`config.mk`:
```
export PLATFORM = sky130hd
export DESIGN_NAME = ps2_host_tx
export DESIGN_NICKNAME = d
export VERILOG_FILES = /design/src/rtl/ps2_host_tx.sv
export SDC_FILE = /design/constraint.sdc
export NUM_CORES = 1
export LEC_CHECK = 0
export CAP_MARGIN = 20
export CORE_MARGIN = 2
export CORE_UTILIZATION = 51
export CTS_CLUSTER_DIAMETER = 100
export CTS_CLUSTER_SIZE = 8
export DETAILED_ROUTE_END_ITERATION = 8
export GPL_TIMING_DRIVEN = 0
export MAX_ROUTING_LAYER = met4
export PLACE_DENSITY = 0.72
export SLEW_MARGIN = 10
export SYNTH_ARGS = -nofsm -noshare
export SYNTH_HDL_FRONTEND = slang
export SYNTH_SLANG_ARGS = --single-unit
```
`constraint.sdc`:
```
create_clock -name i_clk -period 2.65 [get_ports i_clk]
set_input_delay 0.3975 -clock i_clk [delete_from_list [all_inputs] [get_ports i_clk]]
set_output_delay 0.3975 -clock i_clk [all_outputs]
set_load 0.005 [all_outputs]
```
`src/rtl/ps2_host_tx.sv`:
```
// Host-to-device PS/2 byte transmitter: request-to-send inhibit, LSB-first shift with odd parity
// on device clock falls, acknowledge check and inter-fall timeout. Pins are driven via open-drain enables.
module ps2_host_tx #(
    parameter int INHIBIT_CYCLES = 1200,
    parameter int TIMEOUT_CYCLES = 180000
) (
    input  logic       i_clk,
    input  logic       i_rst_n,
    input  logic       i_start,
    input  logic [7:0] i_data,
    input  logic       i_ps2_clk,
    input  logic       i_ps2_dat,
    output logic       o_ps2_clk_oe,
    output logic       o_ps2_dat_oe,
    output logic       o_busy,
    output logic       o_done,
    output logic       o_ack_ok,
    output logic       o_err,
    output logic [2:0] o_state
);

    localparam int CNT_MAX = (TIMEOUT_CYCLES > INHIBIT_CYCLES) ? TIMEOUT_CYCLES : INHIBIT_CYCLES;
    localparam int CNT_W   = $clog2(CNT_MAX + 1);
    localparam logic [CNT_W-1:0] INH_LAST = CNT_W'(INHIBIT_CYCLES - 1);
    localparam logic [CNT_W-1:0] TO_LAST  = CNT_W'(TIMEOUT_CYCLES - 1);

    typedef enum logic [2:0] {
        S_IDLE    = 3'd0,
        S_INHIBIT = 3'd1,
        S_REQ     = 3'd2,
        S_DATA    = 3'd3,
        S_PAR     = 3'd4,
        S_ACK     = 3'd5,
        S_WAIT    = 3'd6
    } state_t;

    function automatic logic odd_parity(input logic [7:0] d);
        return ~^d;
    endfunction

    logic             clk_meta_p0, clk_sync_p1, clk_last_p2;
    logic             dat_meta_p0, dat_sync_p1;
    logic             fall, wait_ok;

    state_t           state, state_n;
    logic [CNT_W-1:0] timer, timer_n;
    logic [3:0]       bit_cnt, bit_cnt_n;
    logic [7:0]       data_r, data_n;
    logic             ack_r, ack_n;
    logic             clk_oe_n, dat_oe_n, busy_n, done_n, err_n, ack_ok_n;

    // Pin synchronizers (p0, p1) and the previous synced clock for edge detection (p2)
    always_ff @(posedge i_clk or negedge i_rst_n) begin
        if (!i_rst_n) begin
            clk_meta_p0 <= 1'b0;
            clk_sync_p1 <= 1'b0;
            clk_last_p2 <= 1'b0;
            dat_meta_p0 <= 1'b0;
            dat_sync_p1 <= 1'b0;
        end else begin
            clk_meta_p0 <= i_ps2_clk;
            clk_sync_p1 <= clk_meta_p0;
            clk_last_p2 <= clk_sync_p1;
            dat_meta_p0 <= i_ps2_dat;
            dat_sync_p1 <= dat_meta_p0;
        end
    end

    assign fall    = clk_last_p2 & ~clk_sync_p1;
    assign wait_ok = clk_sync_p1 & dat_sync_p1;

    always_ff @(posedge i_clk or negedge i_rst_n) begin
        if (!i_rst_n) begin
            state        <= S_IDLE;
            timer        <= '0;
            bit_cnt      <= '0;
            data_r       <= '0;
            ack_r        <= 1'b0;
            o_ps2_clk_oe <= 1'b0;
            o_ps2_dat_oe <= 1'b0;
            o_busy       <= 1'b0;
            o_done       <= 1'b0;
            o_err        <= 1'b0;
            o_ack_ok     <= 1'b0;
        end else begin
            state        <= state_n;
            timer        <= timer_n;
            bit_cnt      <= bit_cnt_n;
            data_r       <= data_n;
            ack_r        <= ack_n;
            o_ps2_clk_oe <= clk_oe_n;
            o_ps2_dat_oe <= dat_oe_n;
            o_busy       <= busy_n;
            o_done       <= done_n;
            o_err        <= err_n;
            o_ack_ok     <= ack_ok_n;
        end
    end

    always_comb begin
        state_n   = state;
        timer_n   = timer + CNT_W'(1);
        bit_cnt_n = bit_cnt;
        data_n    = data_r;
        ack_n     = ack_r;
        clk_oe_n  = o_ps2_clk_oe;
        dat_oe_n  = o_ps2_dat_oe;
        busy_n    = o_busy;
        done_n    = 1'b0;
        err_n     = 1'b0;
        ack_ok_n  = o_ack_ok;

        unique case (state)
            S_IDLE: begin
                // busy stays up through the done cycle so a start there is refused
                timer_n = '0;
                busy_n  = 1'b0;
                if (i_start && !o_busy) begin
                    data_n    = i_data;
                    bit_cnt_n = '0;
                    ack_n     = 1'b0;
                    ack_ok_n  = 1'b0;
                    clk_oe_n  = 1'b1;
                    dat_oe_n  = 1'b0;
                    busy_n    = 1'b1;
                    state_n   = S_INHIBIT;
                end
            end
            S_INHIBIT: begin
                if (timer == INH_LAST) begin
                    clk_oe_n = 1'b0;
                    dat_oe_n = 1'b1;
                    timer_n  = '0;
                    state_n  = S_REQ;
                end
            end
            default: begin
                if (fall) begin
                    timer_n = '0;
                end
                if (state == S_WAIT && wait_ok) begin
                    done_n   = 1'b1;
                    ack_ok_n = ack_r;
                    clk_oe_n = 1'b0;
                    dat_oe_n = 1'b0;
                    timer_n  = '0;
                    state_n  = S_IDLE;
                end else if (fall) begin
                    case (state)
                        S_REQ: begin
                            dat_oe_n  = ~data_r[0];
                            bit_cnt_n = 4'd1;
                            state_n   = S_DATA;
                        end
                        S_DATA: begin
                            bit_cnt_n = bit_cnt + 4'd1;
                            if (bit_cnt == 4'd8) begin
                                dat_oe_n = ~odd_parity(data_r);
                                state_n  = S_PAR;
                            end else begin
                                dat_oe_n = ~data_r[bit_cnt[2:0]];
                            end
                        end
                        S_PAR: begin
                            dat_oe_n  = 1'b0;
                            bit_cnt_n = 4'd10;
                            state_n   = S_ACK;
                        end
                        S_ACK: begin
                            ack_n   = ~dat_sync_p1;
                            state_n = S_WAIT;
                        end
                        default: ;
                    endcase
                end else if (timer == TO_LAST) begin
                    clk_oe_n = 1'b0;
                    dat_oe_n = 1'b0;
                    done_n   = 1'b1;
                    err_n    = 1'b1;
                    ack_ok_n = 1'b0;
                    timer_n  = '0;
                    state_n  = S_IDLE;
                end
            end
        endcase
    end

    assign o_state = state;

endmodule

```
==> summary.md, run 1 <==
| Metric | Value |
|---|---|
| CTS resizes | 0 |
| N_diodes | 0 |
| Cells after Synth | 235 |
| Layout Skew | slightly above 6 ps |
| # clock sinks | 45 |
| Pleak | about 1.2 nW |
| Maximum clock path buffer count | 2 |
| DP Area | 0.00269 mm^2 |
| Hold crit path type | in -> async |
| Inserted Clock Buffers | 5 |
| Dpl hpwl | around 3500 um |
| Unrepaired setup endpoints after global routing | no |
| Relative slew slack | 0.693 |
| Final Critical Period | 2090 ps |
| DIE HEIGHT | roughly 73 um |
| Worst R2R Path Depth | 7 |
| I/O pin total | 22 |
| Synth Net Count | 251 |
| Sequential fraction of the synthesis area | 0.469 |
| Worst Setup End Kind | register |
| Max Fclk | 0.478 GHz |
| Max-cap viol count | 0 |
| Worst skew pair latency | just under 300 ps |
| Placed Cells | 309 |
| GRT overflow | 0 |
| Routed Antenna Nets | 0 |
| Most common cell after layout, fill and taps aside | dfrtp_1 |
| Power, Total | between 2 and 3 mW |
| Power density cells | 995 mW/mm^2 |
| Filler cells | 378 |
| Vias in the first global route | between 1500 and 2000 |
| Die ar. | around 0.0053 mm^2 |
| Number of enable flip-flop cells after synthesis | 0 |
| Final Max Slew Viols | 0 |
| CTS tree | done |
| Reg clk slew, reported paths | ~80 ps |
| Final Hold Fails | 0 |
| Initial antenna violation count | 0 |
| Ys Warns | 0 |
| Non-Filler Instances | approximately 320 |
| Global Route Usage Sum | 0.212 |
| Netlist Area Pre-Place | ~0.0024 mm^2 |
| Hold buffers post-CTS | 0 |
| Drt total wl | between 4000 and 5000 um |
| Vias/cell | ~5.7 |
| Via count | about 1800 |
| Most frequent cells in the layout | dfrtp_1, nor2_1, clkdlybuf4s50_1, nand2_1, xnor2_1 |
| Post-synth top flop | dfrtp_1 |
| DR DRC count | 0 |
| Area grow syn2layout | 16.9% |
| Die X | 72.6 um |
| Fin area | between 0.002 and 0.003 mm^2 |
| Max FO, Critical Path | 10 |
| Core ar. | about 0.0044 mm^2 |
| Data arrival time of the worst path | about 2300 ps |
| Synth unique cells | 54 |
| CP Launch Type | register |
| Crit path required time | 2830 ps |
| CP Class | reg -> reg |
| Placer Congestion | slightly below 0.9 |
| Post-CTS Setup Bufs | 0 |
| Starting Density | 0.540 |
| Share of layout cells above drive strength 1 | 0.109 |
| Flops & latches, synth | 45 |
| Worst VDD drop | approximately 0.55 mV |
| Asr flop ratio synth | 1.00 |
| H-tree Lvls | 2 |
| Outcome | complete, no violations |
| Routed WL per cell | about 15 um |
| Final setup viols | 0 |
| Fin crit share | 0.790 |
| FP Rows | 24 |
| Root buf cell | clkbuf_8 |
| Global-route wire length before repair | ~8400 um |
| Pre-CTS WS | 553 ps |
| Port-buffer cells | 21 |
| Worst slew pin tran | around 460 ps |
| R2r endpoint | timer[9]$_DFF_PN0_ |
| Largest net degree at the start of global routing | 30 |
| RR Startpoint | timer[0]$_DFF_PN0_ |
| Setup ws final | approximately 560 ps |
| Core Util, Final | 0.632 |
| Avg Cell Area, Syn | just over 10 um^2 |
| 1st-iter DRT viols | a little under 200 |
| R2R Setup Slk | between 500 and 600 ps |
| Fin nets | 280 |
| DRT Pass-1 Iters | 4 |
[power breakdown]
group / switching (mW) / total, mW / internal (mW)
Clock: 0.221 / 0.528 / 0.307
Combinational: 0.590 / 1.20 / 0.607
Sequential: 0.209 / 1.07 / 0.861
[synthesized netlist by cell type, types with 6 or more instances]
| cell | count | area [um^2] |
|---|---|---|
| nand3_1 | 7 | 35.0 |
| xor2_1 | 8 | 70.1 |
| nor2_1 | 31 | 116 |
| inv_1 | 6 | 22.5 |
| o21ai_0 | 8 | 40.0 |
| dfrtp_1 | 45 | 1130 |
| xnor2_1 | 16 | 140 |
| a21oi_1 | 8 | 40.0 |
| nand2b_1 | 6 | 37.5 |
| nand2_1 | 17 | 63.8 |
[routing by layer]
metal	global-route usage	up-vias	part of all wire
met2	0.302	53	0.43
met5	-	-	0
li1	-	891	-
met3	0.0387	2	0.042
met4	0.0576	0	0.0072
met1	0.312	867	0.52
[cell type report]
| class | instances | area, um^2 | area share |
|---|---|---|---|
| multi-input cells | 177 | 1220 | 0.435 |
| flip-flops and latches | 45 | 1130 | 0.401 |
| repair buffers | 22 | 225 | 0.0802 |
| clock buffers | 7 | 86.3 | 0.0307 |
| well taps | 52 | 65.1 | 0.0232 |
| plain buffers | 7 | 31.3 | 0.0111 |
| clock inverters | 1 | 30.0 | 0.0107 |
| inverters | 6 | 22.5 | 0.00802 |
[worst max-delay path, stage by stage, from the launching register on]
cell and delay (ps):
dfrtp_1 390, ha_1 190, and3_2 240, nand3_1 80, o21a_1 280, nor2_2 400
buf_2 310, nor2_1 70
[metrics by stage]
| step | hold slack, ps | TNS [ps] |
|---|---|---|
| floorplan | 102 | 0 |
| CTS | 22.8 | 0 |
| finish | 11.0 | 0 |
| global placement | 334 | -771 |
| global route | 39.2 | 0 |
| detailed placement | 337 | 0 |
[sequential cells by signal, summed over array words and instances (netlist names), 3 cells and up]
name	cells
bit_cnt	4
data_r	8
o_state	3
timer	18
[worst max-delay path by stage]
| stage | slack [ps] | startpoint | endpoint | cells past startpoint |
|---|---|---|---|---|
| after floorplan | 820 | timer[0]$_DFF_PN0_ | o_state[0]$_DFFE_PN0P_ | 6 |
| after detailed placement | 550 | i_start | bit_cnt[2]$_DFFE_PN0P_ | 6 |
| after CTS | 550 | timer[0]$_DFF_PN0_ | timer[13]$_DFF_PN0_ | 7 |
| after global placement | -20 | i_rst_n | timer[2]$_DFF_PN0_ | 1 |
| after global routing | 340 | timer[0]$_DFF_PN0_ | timer[9]$_DFF_PN0_ | 7 |
| final | 560 | timer[0]$_DFF_PN0_ | timer[9]$_DFF_PN0_ | 7 |
[cells by family (layout without fill, tap and decap cells)]
logic type / Yosys count / after routing / share of synthesized area
adders and majority gates: 3 / 3 / 0.0156
xor gates and xnor gates: 24 / 24 / 0.0875
buffers and inverters: 13 / 43 / 0.0224
muxes: 14 / 14 / 0.0688
AOI/OAI and AO/OA: 37 / 37 / 0.109
and+or+nand+nor: 99 / 99 / 0.228
DFF: 45 / 45 / 0.469
No activity file was read; power rests on OpenSTA's default activity.
==> run 2, diff against run 1 <==
- PLACE_DENSITY: 0.72 -> 0.75
- clock period: 2.65 -> 1.85 ns (I/O delays scaled with it)
==> summary.md, run 2 (synthesized netlist as in run 1, its figures left out) <==
| Metric | Value |
|---|---|
| Fin nets | approximately 300 |
| Reg clk slew, reported paths | 90 ps |
| Critical-path cell list | nor4_2 > nand3_1 > o21a_4 > nor4_4 > mux2_4 |
| Reg with most FFs | timer |
| Maximum clock path buffer count | 2 |
| Max Fclk | approximately 0.53 GHz |
| Die X | 72.6 um |
| Failing checks | negative setup slack |
| Drt total wl | 5340 um |
| FP Rows | 24 |
| Vias/cell | between 5 and 6 |
| Worst slew pin tran | around 370 ps |
| GR Util met1 | 0.318 |
| # clock sinks | 45 |
| Routed WL per cell | about 16 um |
| Final Max Slew Viols | 0 |
| Outcome | finished, violations left |
| CP Class | reg -> reg |
| Area grow syn2layout | 26.0% |
| GRT busiest layer | met2 |
| DRT Pass-1 Iters | 4 |
| Most frequent cells in the layout | dfrtp_1, nor2_1, clkdlybuf4s50_1, buf_4, nand2_1 |
| Dpl hpwl | about 3500 um |
| Final setup viols | 1 |
| Global-route wire length before repair | approximately 8900 um |
| CTS tree | done |
| Relative slew slack | 0.750 |
| Worst skew pair latency | 310 ps |
| Placed Cells | 309 |
| Final Hold Fails | 0 |
| Unrepaired setup endpoints after global routing | yes |
| GRT overflow | 0 |
| Most common cell after layout, fill and taps aside | dfrtp_1 |
| N_diodes | 0 |
| Global Route Usage Sum | 0.226 |
| Hold crit path type | reg -> reg |
| CP Launch Type | register |
| CP max stage delay | 450 ps |
| Pleak | roughly 1.3 nW |
| Largest registers | timer: 18 flops, data_r: 8 flops, bit_cnt: 4 flops |
| Non-Filler Instances | between 300 and 400 |
| I/O pin total | 22 |
| Power density cells | about 1400 mW/mm^2 |
| Placer Congestion | between 0.9 and 1 |
| Layout Skew | between 6 and 7 ps |
| DR DRC count | 0 |
| Root buf cell | clkbuf_8 |
| Max-cap viol count | 0 |
| Vias in the first global route | 1920 |
| Worst hold margin | ~360 ps |
| Inserted Clock Buffers | 5 |
| Met2 Resource Use GR | 0.320 |
| Setup ws final | -40.4 ps |
| CP bufs+invs | 0 |
| Largest net degree at the start of global routing | 32 |
| Worst path slowest cell | dfrtp_2 |
| Crit path required time | a little over 2000 ps |
| H-tree Lvls | 2 |
| Share of layout cells above drive strength 1 | 0.232 |
| Core ar. | 0.00444 mm^2 |
| Fin crit share | 1.02 |
| Worst VDD drop | 0.830 mV |
| Worst Setup End Kind | register |
| DIE HEIGHT | ~73 um |
| Starting Density | 0.540 |
| Port-buffer cells | 21 |
| Final Critical Period | approximately 1900 ps |
| Number of flip-flops in the largest register | 18 |
| Max FO, Critical Path | 5 |
| Top cell family by delay on the critical path | simple AND/OR/NAND/NOR gates |
| 1st-iter DRT viols | 283 |
| Final setup TNS | -40.4 ps |
| Data arrival time of the worst path | around 2100 ps |
| Via count | 1951 |
| Die ar. | about 0.0053 mm^2 |
| Routed Antenna Nets | 0 |
| GR Util met3 | 0.0470 |
| Initial antenna violation count | 0 |
run 2: changes by cell type in the layout (fill, tap and decap cells not counted), sizes merged:
cell         before  now
buf               6   24
dlygate4sd3       0    1
run 2: power by group:
part	switching, mW	total, mW	internal, mW	leakage [nW]
Combinational	0.980	2.04	1.06	0.655
Clock	0.343	0.784	0.441	0.0585
Sequential	0.266	1.51	1.24	0.570
run 2: final cells by class:
cell class                 instances  area (um^2)
fill                             354         1420
buffer                             7         36.3
tap                               52         65.1
clock buffer                       7         86.3
inverter                           6         22.5
multi-input combinational        177         1280
sequential                        45         1140
clock inverter                     1         30.0
timing repair buffer              41          370
run 2: worst paths after layout:
check / start / end / slack [ps] / cells after the start
min: clk_meta_p0$_DFF_PN0_ / clk_sync_p1$_DFF_PN0_ / 360 / 0
max in group asynchronous: i_rst_n / timer[4]$_DFF_PN0_ / 950 / 3
max: timer[8]$_DFF_PN0_ / o_state[0]$_DFFE_PN0P_ / -40 / 5
max reg2reg: timer[8]$_DFF_PN0_ / o_state[0]$_DFFE_PN0P_ / -40 / 5
min in group asynchronous: i_rst_n / o_ps2_clk_oe$_DFFE_PN0P_ / 410 / 2
min reg2reg: clk_meta_p0$_DFF_PN0_ / clk_sync_p1$_DFF_PN0_ / 360 / 0
run 2: timing repair:
action                                  4_1_cts  5_1_grt
hold buffers                                  1        0
endpoints found under the setup margin       16       21
buffers inserted                              7       11
resized for setup                            13       14
gates cloned                                  0        0
pin swaps                                     1        8
endpoints found under the hold margin        14        0
run 2: per-stage QoR:
step | instance area [um^2] | utilization | power [mW] | setup slack [ps]
after floorplan | 2400 | - | 2.74 | 20.8
after global placement | 2680 | 0.602 | 3.21 | -665
after detailed placement | 2690 | 0.606 | 3.25 | -232
after CTS | 2920 | 0.656 | 4.21 | -1.33
after global routing | 3030 | 0.681 | 4.60 | -139
final | 3030 | 0.681 | 4.33 | -40.4
run 2: routing by layer:
metal  part of all wire  vias to the layer above
met5                  0                        -
met4              0.020                        0
met3              0.059                        9
met2               0.46                       65
met1               0.46                      949
li1                   -                      928
==> run 3, diff against run 2 <==
- SLEW_MARGIN: 10 -> unset
==> results of run 3 <==
The final DEF is identical to that of run 2; final timing and power are the same.
